### src/rtl/bmc_encoder.sv
// Biphase-mark transmitter: frames a bit_considered-wide word (sync '1' + payload MSB first) under an active-low envelope.
// Latency: envelope falls the cycle after acceptance, first edge LEAD_CYCLES later, done/ready closing edge + TAIL_CYCLES.
// Backpressure: single-word valid/ready handshake, no queueing; send while busy or disabled is dropped.
module bmc_encoder #(
    parameter int bit_considered  = 17,
    parameter int HALF_BIT_CYCLES = 8,
    parameter int LEAD_CYCLES     = 4,
    parameter int TAIL_CYCLES     = 15
) (
    input  logic                      clk_96MHz,
    input  logic                      reset_n,
    input  logic                      enabled,
    input  logic [bit_considered-1:0] data_in,
    input  logic                      send,
    output logic                      ready,
    output logic                      d_out,
    output logic                      e_out,
    output logic                      done
);

    localparam int HW   = $clog2(HALF_BIT_CYCLES) + 1;
    localparam int BW   = $clog2(bit_considered + 1);
    localparam int PMAX = (LEAD_CYCLES > TAIL_CYCLES) ? LEAD_CYCLES : TAIL_CYCLES;
    localparam int PW   = $clog2(PMAX + 1);

    localparam logic [HW-1:0] HALF_LOAD = HW'(HALF_BIT_CYCLES - 1);
    localparam logic [PW-1:0] LEAD_LOAD = PW'(LEAD_CYCLES - 1);
    localparam logic [PW-1:0] TAIL_LOAD = PW'(TAIL_CYCLES - 1);
    localparam logic [BW-1:0] BIT_LOAD  = BW'(bit_considered - 1);

    typedef enum logic [2:0] {
        S_IDLE,
        S_LEAD,
        S_SYNC,
        S_DATA,
        S_TAIL
    } state_t;

    state_t                    state, state_nxt;
    logic [HW-1:0]             hcnt, hcnt_nxt;
    logic                      half2, half2_nxt;
    logic [BW-1:0]             bcnt, bcnt_nxt;
    logic [PW-1:0]             pcnt, pcnt_nxt;
    logic [bit_considered-1:0] shreg, shreg_nxt;
    logic                      ready_nxt, d_nxt, e_nxt, done_nxt;
    logic                      cur_bit;

    always_ff @(posedge clk_96MHz or negedge reset_n) begin
        if (!reset_n) begin
            state <= S_IDLE;
            hcnt  <= '0;
            half2 <= 1'b0;
            bcnt  <= '0;
            pcnt  <= '0;
            shreg <= '0;
            ready <= 1'b1;
            d_out <= 1'b0;
            e_out <= 1'b1;
            done  <= 1'b0;
        end else begin
            state <= state_nxt;
            hcnt  <= hcnt_nxt;
            half2 <= half2_nxt;
            bcnt  <= bcnt_nxt;
            pcnt  <= pcnt_nxt;
            shreg <= shreg_nxt;
            ready <= ready_nxt;
            d_out <= d_nxt;
            e_out <= e_nxt;
            done  <= done_nxt;
        end
    end

    always_comb begin
        state_nxt = state;
        hcnt_nxt  = hcnt;
        half2_nxt = half2;
        bcnt_nxt  = bcnt;
        pcnt_nxt  = pcnt;
        shreg_nxt = shreg;
        ready_nxt = ready;
        d_nxt     = d_out;
        e_nxt     = e_out;
        done_nxt  = 1'b0;
        cur_bit   = (state == S_SYNC) ? 1'b1 : shreg[bit_considered-1];

        // Abort has priority over any edge due this cycle: the line level freezes.
        if (state != S_IDLE && !enabled) begin
            state_nxt = S_IDLE;
            e_nxt     = 1'b1;
            ready_nxt = 1'b1;
            hcnt_nxt  = '0;
            half2_nxt = 1'b0;
            bcnt_nxt  = '0;
            pcnt_nxt  = '0;
        end else begin
            case (state)
                S_IDLE: begin
                    if (send && ready && enabled) begin
                        shreg_nxt = data_in;
                        state_nxt = S_LEAD;
                        pcnt_nxt  = LEAD_LOAD;
                        e_nxt     = 1'b0;
                        ready_nxt = 1'b0;
                    end
                end
                S_LEAD: begin
                    if (pcnt == '0) begin
                        d_nxt     = ~d_out;
                        state_nxt = S_SYNC;
                        hcnt_nxt  = HALF_LOAD;
                        half2_nxt = 1'b0;
                    end else begin
                        pcnt_nxt = pcnt - 1'b1;
                    end
                end
                S_SYNC, S_DATA: begin
                    if (hcnt != '0) begin
                        hcnt_nxt = hcnt - 1'b1;
                    end else begin
                        hcnt_nxt = HALF_LOAD;
                        if (!half2) begin
                            half2_nxt = 1'b1;
                            if (cur_bit) begin
                                d_nxt = ~d_out;
                            end
                        end else begin
                            // Bit boundary: the toggle here starts the next bit or closes the frame.
                            half2_nxt = 1'b0;
                            d_nxt     = ~d_out;
                            if (state == S_SYNC) begin
                                state_nxt = S_DATA;
                                bcnt_nxt  = BIT_LOAD;
                            end else if (bcnt == '0) begin
                                state_nxt = S_TAIL;
                                pcnt_nxt  = TAIL_LOAD;
                                hcnt_nxt  = '0;
                            end else begin
                                bcnt_nxt  = bcnt - 1'b1;
                                shreg_nxt = shreg << 1;
                            end
                        end
                    end
                end
                S_TAIL: begin
                    if (pcnt == '0) begin
                        state_nxt = S_IDLE;
                        e_nxt     = 1'b1;
                        done_nxt  = 1'b1;
                        ready_nxt = 1'b1;
                    end else begin
                        pcnt_nxt = pcnt - 1'b1;
                    end
                end
                default: state_nxt = S_IDLE;
            endcase
        end
    end

endmodule

### config.mk
export PLATFORM = sky130hd
export DESIGN_NAME = bmc_encoder
export DESIGN_NICKNAME = d
export VERILOG_FILES = /design/src/rtl/bmc_encoder.sv
export SDC_FILE = /design/constraint.sdc
export NUM_CORES = 1
export LEC_CHECK = 0
export ABC_AREA = 0
export ABC_CLOCK_PERIOD_IN_PS = 2690
export BUFFER_PORTS_ARGS = -buffer_cell sky130_fd_sc_hd__buf_2
export CORE_ASPECT_RATIO = 1.2
export CORE_MARGIN = 1.5
export CORE_UTILIZATION = 30
export CTS_CLUSTER_DIAMETER = 40
export DETAILED_ROUTE_END_ITERATION = 7
export PLACE_DENSITY = 0.55
export SKIP_CTS_REPAIR_TIMING = 1
export SYNTH_ARGS = -nofsm -noshare
export SYNTH_HDL_FRONTEND = slang
export SYNTH_SLANG_ARGS = --single-unit
export TNS_END_PERCENT = 1
### constraint.sdc
create_clock -name clk_96MHz -period 2.69 [get_ports clk_96MHz]
set_clock_uncertainty 0.1 [all_clocks]
set_input_delay 0.4035 -clock clk_96MHz [delete_from_list [all_inputs] [get_ports clk_96MHz]]
set_output_delay 0.4035 -clock clk_96MHz [all_outputs]
set_load 0.02 [all_outputs]
Word level (Yosys, flattened, before mapping)
Cells that the tools add are included.
{"block": "totals", "word_cells": 116, "ramBits": 0, "output_inout_bits": 4, "inputBits": 21, "rom_bits": 0, "n_memories": 0, "reg_bits": 37, "latch_bits": 0}
{"block": "classes", "mul": 0, "reduce_logical": 26, "bitwise": 2, "n_shift": 0, "add_sub_neg": 3, "n_mux": 54, "magnitude_cmp": 0, "eq_ne": 22, "div_mod_pow": 0}
{"operator": "2-to-1 mux 17 bit", "n": 5}
{"operator": "2-to-1 mux 4 bit", "n": 10}
{"operator": "one-hot mux 17 bit (2 select lines)", "n": 1}
{"operator": "2-to-1 mux 3 bit", "n": 11}
{"operator": "2-to-1 mux 5 bit", "n": 6}
{"operator": "inequality test 3 bit, second input constant", "n": 10}
{"operator": "2-to-1 mux 1 bit", "n": 15}
{"operator": "inequality test 2 bit, second input constant", "n": 7}
{"operator": "AND reduction 7 bit", "n": 2}
{"operator": "one-hot mux 3 bit (4 select lines)", "n": 1}
{"operator": "one-hot mux 4 bit (3 select lines)", "n": 1}
{"operator": "nonzero test 3 bit", "n": 3}
{"operator": "one-hot mux 4 bit (2 select lines)", "n": 1}
{"operator": "nonzero test 2 bit", "n": 4}
{"operator": "nonzero test 4 bit", "n": 2}
{"operator": "subtractor 4 x 1 -> 4 bit, second input constant", "n": 2}
{"operator": "equality test 3 x 2 -> 1 bit, second input constant", "n": 2}
{"operator": "one-hot mux 1 bit (2 select lines)", "n": 3}
{"operator": "AND reduction 3 bit", "n": 2}
{"operator": "AND reduction 6 bit", "n": 1}
{"operator": "zero test 5 bit", "n": 1}
{"operator": "AND reduction 5 bit", "n": 1}
{"operator": "subtractor 5 x 1 -> 5 bit, second input constant", "n": 1}
{"operator": "zero test 4 bit", "n": 1}
{"operator": "other kinds (10)", "n": 14}

Longest topological paths before layout
{"block": "logic_depth", "depth_word": 7, "mapped_depth": 7, "ltp_nobuf": 6}

Least setup slack after synthesis
OpenSTA, ideal clock, no wires.
{"block": "synth_path", "kind": "reg2reg", "from": "reg pcnt[0]", "to": "reg pcnt[0]", "path_slack_ns": 0.677, "setup_ns": 0.125, "path_stages_with_launch": 7, "required_ns": 2.465, "arrival_ns": 1.789, "path_buffers": 0, "synth_period_minus_slack_ns": 2.013, "cell_sequence": "dfrtp_1 inv_1 ha_1 or3b_2 nand3_1 a41o_1 mux2_2"}
{"block": "synth_via", "elab_chain_len": 4, "elab_cells_between_ends": 7, "cone_classes": "add/sub (1); eq/ne (1); mux (3); reduce/logical (2)"}
{"element": "from (decl)", "line_no": "43", "rtl": "logic [PW-1:0] pcnt, pcnt_nxt;"}
{"element": "from (signal assigned)", "line_no": "65", "rtl": "pcnt <= pcnt_nxt;"}
{"element": "subtractor 4 x 1 -> 4 bit", "line_no": "114, 152"}
{"element": "2-to-1 mux 4 bit", "line_no": "108, 146"}
{"element": "one-hot mux 4 bit (3 select lines)", "line_no": "97", "rtl": "case (state)"}
{"element": "2-to-1 mux 4 bit", "line_no": "88", "rtl": "if (state != S_IDLE && !enabled) begin"}
Parallel ways exist; a longest one is shown, timed or not. The select of a mux whose other input is x is not followed.
A chain may end at the register's enable or synchronous reset.

Worst setup path in the final report
{"block": "layout_path", "from": "reg hcnt[0]", "to": "reg shreg[2]"}
{"block": "layout_via", "elab_chain_len": 3}
{"element": "from (decl)", "line_no": "40", "rtl": "logic [HW-1:0] hcnt, hcnt_nxt;"}
{"element": "from (signal assigned)", "line_no": "62", "rtl": "hcnt <= hcnt_nxt;"}
{"element": "nonzero test 4 bit", "line_no": "118", "rtl": "if (hcnt != '0) begin"}
{"element": "inequality test 2 bit (no source line)"}
{"element": "AND reduction 7 bit (no source line)"}
{"element": "to (signal assigned)", "line_no": "66", "rtl": "shreg <= shreg_nxt;"}
{"element": "to (decl)", "line_no": "44", "rtl": "logic [bit_considered-1:0] shreg, shreg_nxt;"}
Every way passes these cells.

==> out/qor_table.md <==
| Quantity | This run | Unit |
| --- | --- | --- |
| Maximum clock rate | 449.4 | MHz |
| Beginning of the critical path | hcnt[0] | - |
| CP max FO | 17 | - |
| Total via count in the routed design | 1831 | - |
| CP endpoint kind | flip-flop | - |
| Gp weighted congestion | 0.7907 | - |
| Cells traversed along the worst timing path | inv_1 > ha_1 > and4bb_2 > o211ai_4 > mux2_2 | - |
| Clock latency on the worst-skew pair | 0.29 | ns |
| Total negative slack | 0 | ns |
| Switching fraction of total power | 42.27 | % |
| Share of total power in combinational logic | 52.9 | % |
| Buffering stage count on the worst path with inverters included | 1 | - |
| Max Cap Viol | 0 | - |
| Synth async-reset ratio | 100.0 | % |
| Relative slew slack | 44.61 | % |
| Total global-route track usage | 13.52 | % |
| Library cell with the largest summed area after synthesis | sky130_fd_sc_hd__dfrtp_1 | - |
| Peak VDD IR | 520.6 | uV |
| Period utilisation layout | 82.72 | % |
| # diodes | 0 | - |
| Clock tree root driver cell | sky130_fd_sc_hd__clkbuf_8 | - |
| Width of the die | 82.18 | microns |
| Pin count of the biggest net entering global routing | 38 | - |
| Router iterations before antenna repair | 4 | - |
| Launch instance of the worst register-to-register path | hcnt[0] | - |
| Worst-case register-to-register setup slack | 0.46 | ns |
| Largest family of logic cells by synthesized area | simple AND/OR/NAND/NOR gates | - |
| Via density per instance | 5.086 | - |
| GRT overflow | 0 | - |
| Sequential element share of the synthesized area | 41.08 | % |
| Number of hold violations in the final report | 0 | - |
| Clk sinks | 37 | - |
| Synth Cell Area | 2257 | sq um |
| Minimum clock period after layout | 2.225 | ns |
| Adder and majority cell fraction of the synthesized area | 1.663 | % |
| Sequential cell fraction of total power | 33.6 | % |
| Parity-gate share of the synthesized area counting xor and xnor cells | 1.164 | % |
| Arrival time worst endpoint | 2.30 | ns |
| Int Pwr | 0.001711 | W |
| Initial standard-cell utilization of the core | 31.03 | % |
| Overall power | 0.002964 | W |
| DRC violation total after the first TritonRoute iteration | 77 | - |
| Classification of the worst-slack hold path | primary input to asynchronous set/reset pin | - |
| DR DRC count | 0 | - |
| Total core area | 7274 | sq um |
| Number of antenna violations at the first check in global routing | 0 | - |
| Maximum level of the CTS H-tree | 2 | - |
| Biggest area contributors in the synthesized netlist | sky130_fd_sc_hd__dfrtp_1, sky130_fd_sc_hd__nand2_1, sky130_fd_sc_hd__mux2_4 | - |
| Unique masters post-synth | 53 | - |
| Remaining antenna violation count | 0 | - |
| Clock network fraction of design power | 13.5 | % |
| Compound-Gate Fraction of Synth Area | 15.58 | % |
| EDFF count, synth | 0 | - |
| Detailed-route wire length per cell | 13.66 | microns |
| Global-route wire length before repair | 8.542 | mm |
| Number of flip-flops and latches in the synthesized netlist | 37 | - |
| Depth of the most critical reg-to-reg path | 5 | - |
| R2R Path End | shreg[2] | - |
| Placed Instance Area | 2475 | sq um |
| Status | completed | - |
| Slew @ Worst Pin | 0.8309 | ns |
| Leading register cell type out of synthesis | sky130_fd_sc_hd__dfrtp_1 | - |
| Layout overhead on the synthesized area | 13.64 | % |
| Fraction of final layout cells with drive strength greater than 1 | 25.93 | % |
| Number of warnings issued by yosys | 0 | - |
| Total CTS buffers | 5 | - |
| Chip height | 98.02 | microns |
| Via count of the first global-routing pass | 1811 | - |
| Top-level port count | 25 | - |
| Switch Pwr | 0.001253 | W |
| DP Wirelength | 3.409 | mm |
| Fraction of synthesized cell area taken by the top area cell type | 39.91 | % |
| Clock tree from TritonCTS | yes | - |
| Endpoint required time on the critical path | 2.77 | ns |
| Minimum hold slack | 0.1096 | ns |
| Gate count of the mapped netlist | 244 | - |
| Startpoint kind of the worst setup timing path | flip-flop | - |
| Standard-cell row count | 34 | - |
| Cell at the slowest stage of the critical path | sky130_fd_sc_hd__o211ai_4 | - |
| Total power divided by cell area | 1156 | nW/um^2 |
| Setup violators final | 0 | - |
| Max Buffers Root-to-Sink | 2 | - |
| Most frequently used cell type in the post-synthesis netlist | sky130_fd_sc_hd__nand2_1 | - |
| Post-Syn Area per Cell | 9.251 | sq um |
| Proportion of synthesized area in mux cells | 11.86 | % |
| Unrepaired setup endpoints after global routing | no | - |
| Number of max-slew violations in the final report | 0 | - |
| # port buffers | 24 | - |
| Leakage | 1.225 | nW |
| Most used standard cells in the synthesized netlist | sky130_fd_sc_hd__nand2_1, sky130_fd_sc_hd__dfrtp_1, sky130_fd_sc_hd__a21oi_1 | - |
| Post-synthesis net count | 268 | - |
| Post-Route WL | 4.918 | mm |
| Category of the most critical setup path | flip-flop to flip-flop | - |
| Max incr delay on CP | 0.60 | ns |
| Die area | 8055 | sq um |
| Post-route design area | 2565 | sq um |
| Nets | 293 | - |
| Clock slew seen by the registers of the worst setup and hold paths | 0.08 | ns |
| Synthesized-area fraction occupied by and/or/nand/nor cells | 23.00 | % |
| CP delay by family, top | compound AO/OA/AOI/OAI gates | - |
[metal layers]
layer	global-route usage [%]	share of wire, %	vias to the layer above
met1	18.53	49	882
li1	-	-	907
met2	20.70	46	34
met3	2.897	3.4	8
met4	4.824	1.5	0
met5	0	0	-
[sequential cells by signal (all words and copies together) (netlist names)]
signal,count
state,3
bcnt,5
done,1
shreg,17
d_out,1
hcnt,4
half2,1
e_out,1
pcnt,4
[power by group through the flow]
stage	clock, W	sequential [W]	combinational [W]
floorplan	0	0.000962	0.00125
global placement	0	0.000994	0.00156
global route	0.000444	0.00103	0.00176
CTS	0.000420	0.000995	0.00158
detailed placement	0	0.00100	0.00157
finish	0.000400	0.000995	0.00157
[worst max-delay path by stage]
stage,end,depth (start not counted)
after floorplan,pcnt[0],6
after global placement,shreg[1],5
after detailed placement,shreg[12],5
after CTS,shreg[2],5
after global routing,shreg[13],5
final,shreg[2],5
[stage by stage]
step / std cells / setup WS [ns] / util (%)
global route: 360 / 0.3523 / 35.26
finish: 360 / 0.4649 / 35.26
floorplan: 244 / 0.6767 / -
CTS: 360 / 0.4559 / 35.26
detailed placement: 352 / 0.4736 / 34.02
global placement: 352 / 0.5026 / 34.02
[final cells by class]
type                            instances  area (sq um)
Clock buffer                            5         68.82
Multi-Input combinational cell        180          1202
Clock inverter                          3         21.27
Inverter                               12         45.04
Sequential cell                        37         927.1
Timing Repair Buffer                   33         187.7
Fill cell                             764          4710
Tap cell                               90         112.6
[logic make-up (layout without fill, tap and decap cells)]
logic type,after synthesis,count (layout)
AND/OR/NAND/NOR,105,105
AO/OA/AOI/OAI,48,48
flip-flops,37,37
buffers and inverters,27,53
multiplexers,21,21
adder cells (fa/ha/maj),3,3
XOR/XNOR,3,3
[placed cells by master (no fill, tap or decap), types with 2 or more instances in the layout]
cell type / Yosys / routed
sky130_fd_sc_hd__nand2_1: 58 / 58
sky130_fd_sc_hd__dfrtp_1: 36 / 36
sky130_fd_sc_hd__buf_2: 3 / 24
sky130_fd_sc_hd__a21oi_1: 16 / 16
sky130_fd_sc_hd__inv_1: 12 / 12
sky130_fd_sc_hd__nor2_1: 12 / 12
sky130_fd_sc_hd__mux2_2: 10 / 10
sky130_fd_sc_hd__mux2_4: 9 / 9
sky130_fd_sc_hd__o21ai_0: 9 / 9
sky130_fd_sc_hd__buf_4: 2 / 9
sky130_fd_sc_hd__nand3_1: 7 / 7
sky130_fd_sc_hd__clkbuf_8: 0 / 5
sky130_fd_sc_hd__nor3_1: 4 / 4
sky130_fd_sc_hd__nand4b_1: 3 / 3
sky130_fd_sc_hd__a31oi_1: 3 / 3
sky130_fd_sc_hd__ha_1: 3 / 3
sky130_fd_sc_hd__nor3b_1: 2 / 2
sky130_fd_sc_hd__nor2b_1: 2 / 2
sky130_fd_sc_hd__nand4_1: 2 / 2
sky130_fd_sc_hd__a2bb2oi_1: 2 / 2
sky130_fd_sc_hd__nand2b_1: 2 / 2
sky130_fd_sc_hd__o22ai_1: 2 / 2
sky130_fd_sc_hd__or3b_2: 2 / 2
sky130_fd_sc_hd__mux2i_1: 2 / 2
sky130_fd_sc_hd__or4_1: 2 / 2
sky130_fd_sc_hd__or3_1: 2 / 2
sky130_fd_sc_hd__xnor2_1: 2 / 2
sky130_fd_sc_hd__o31ai_1: 2 / 2
(Power assumes the default switching activity.)
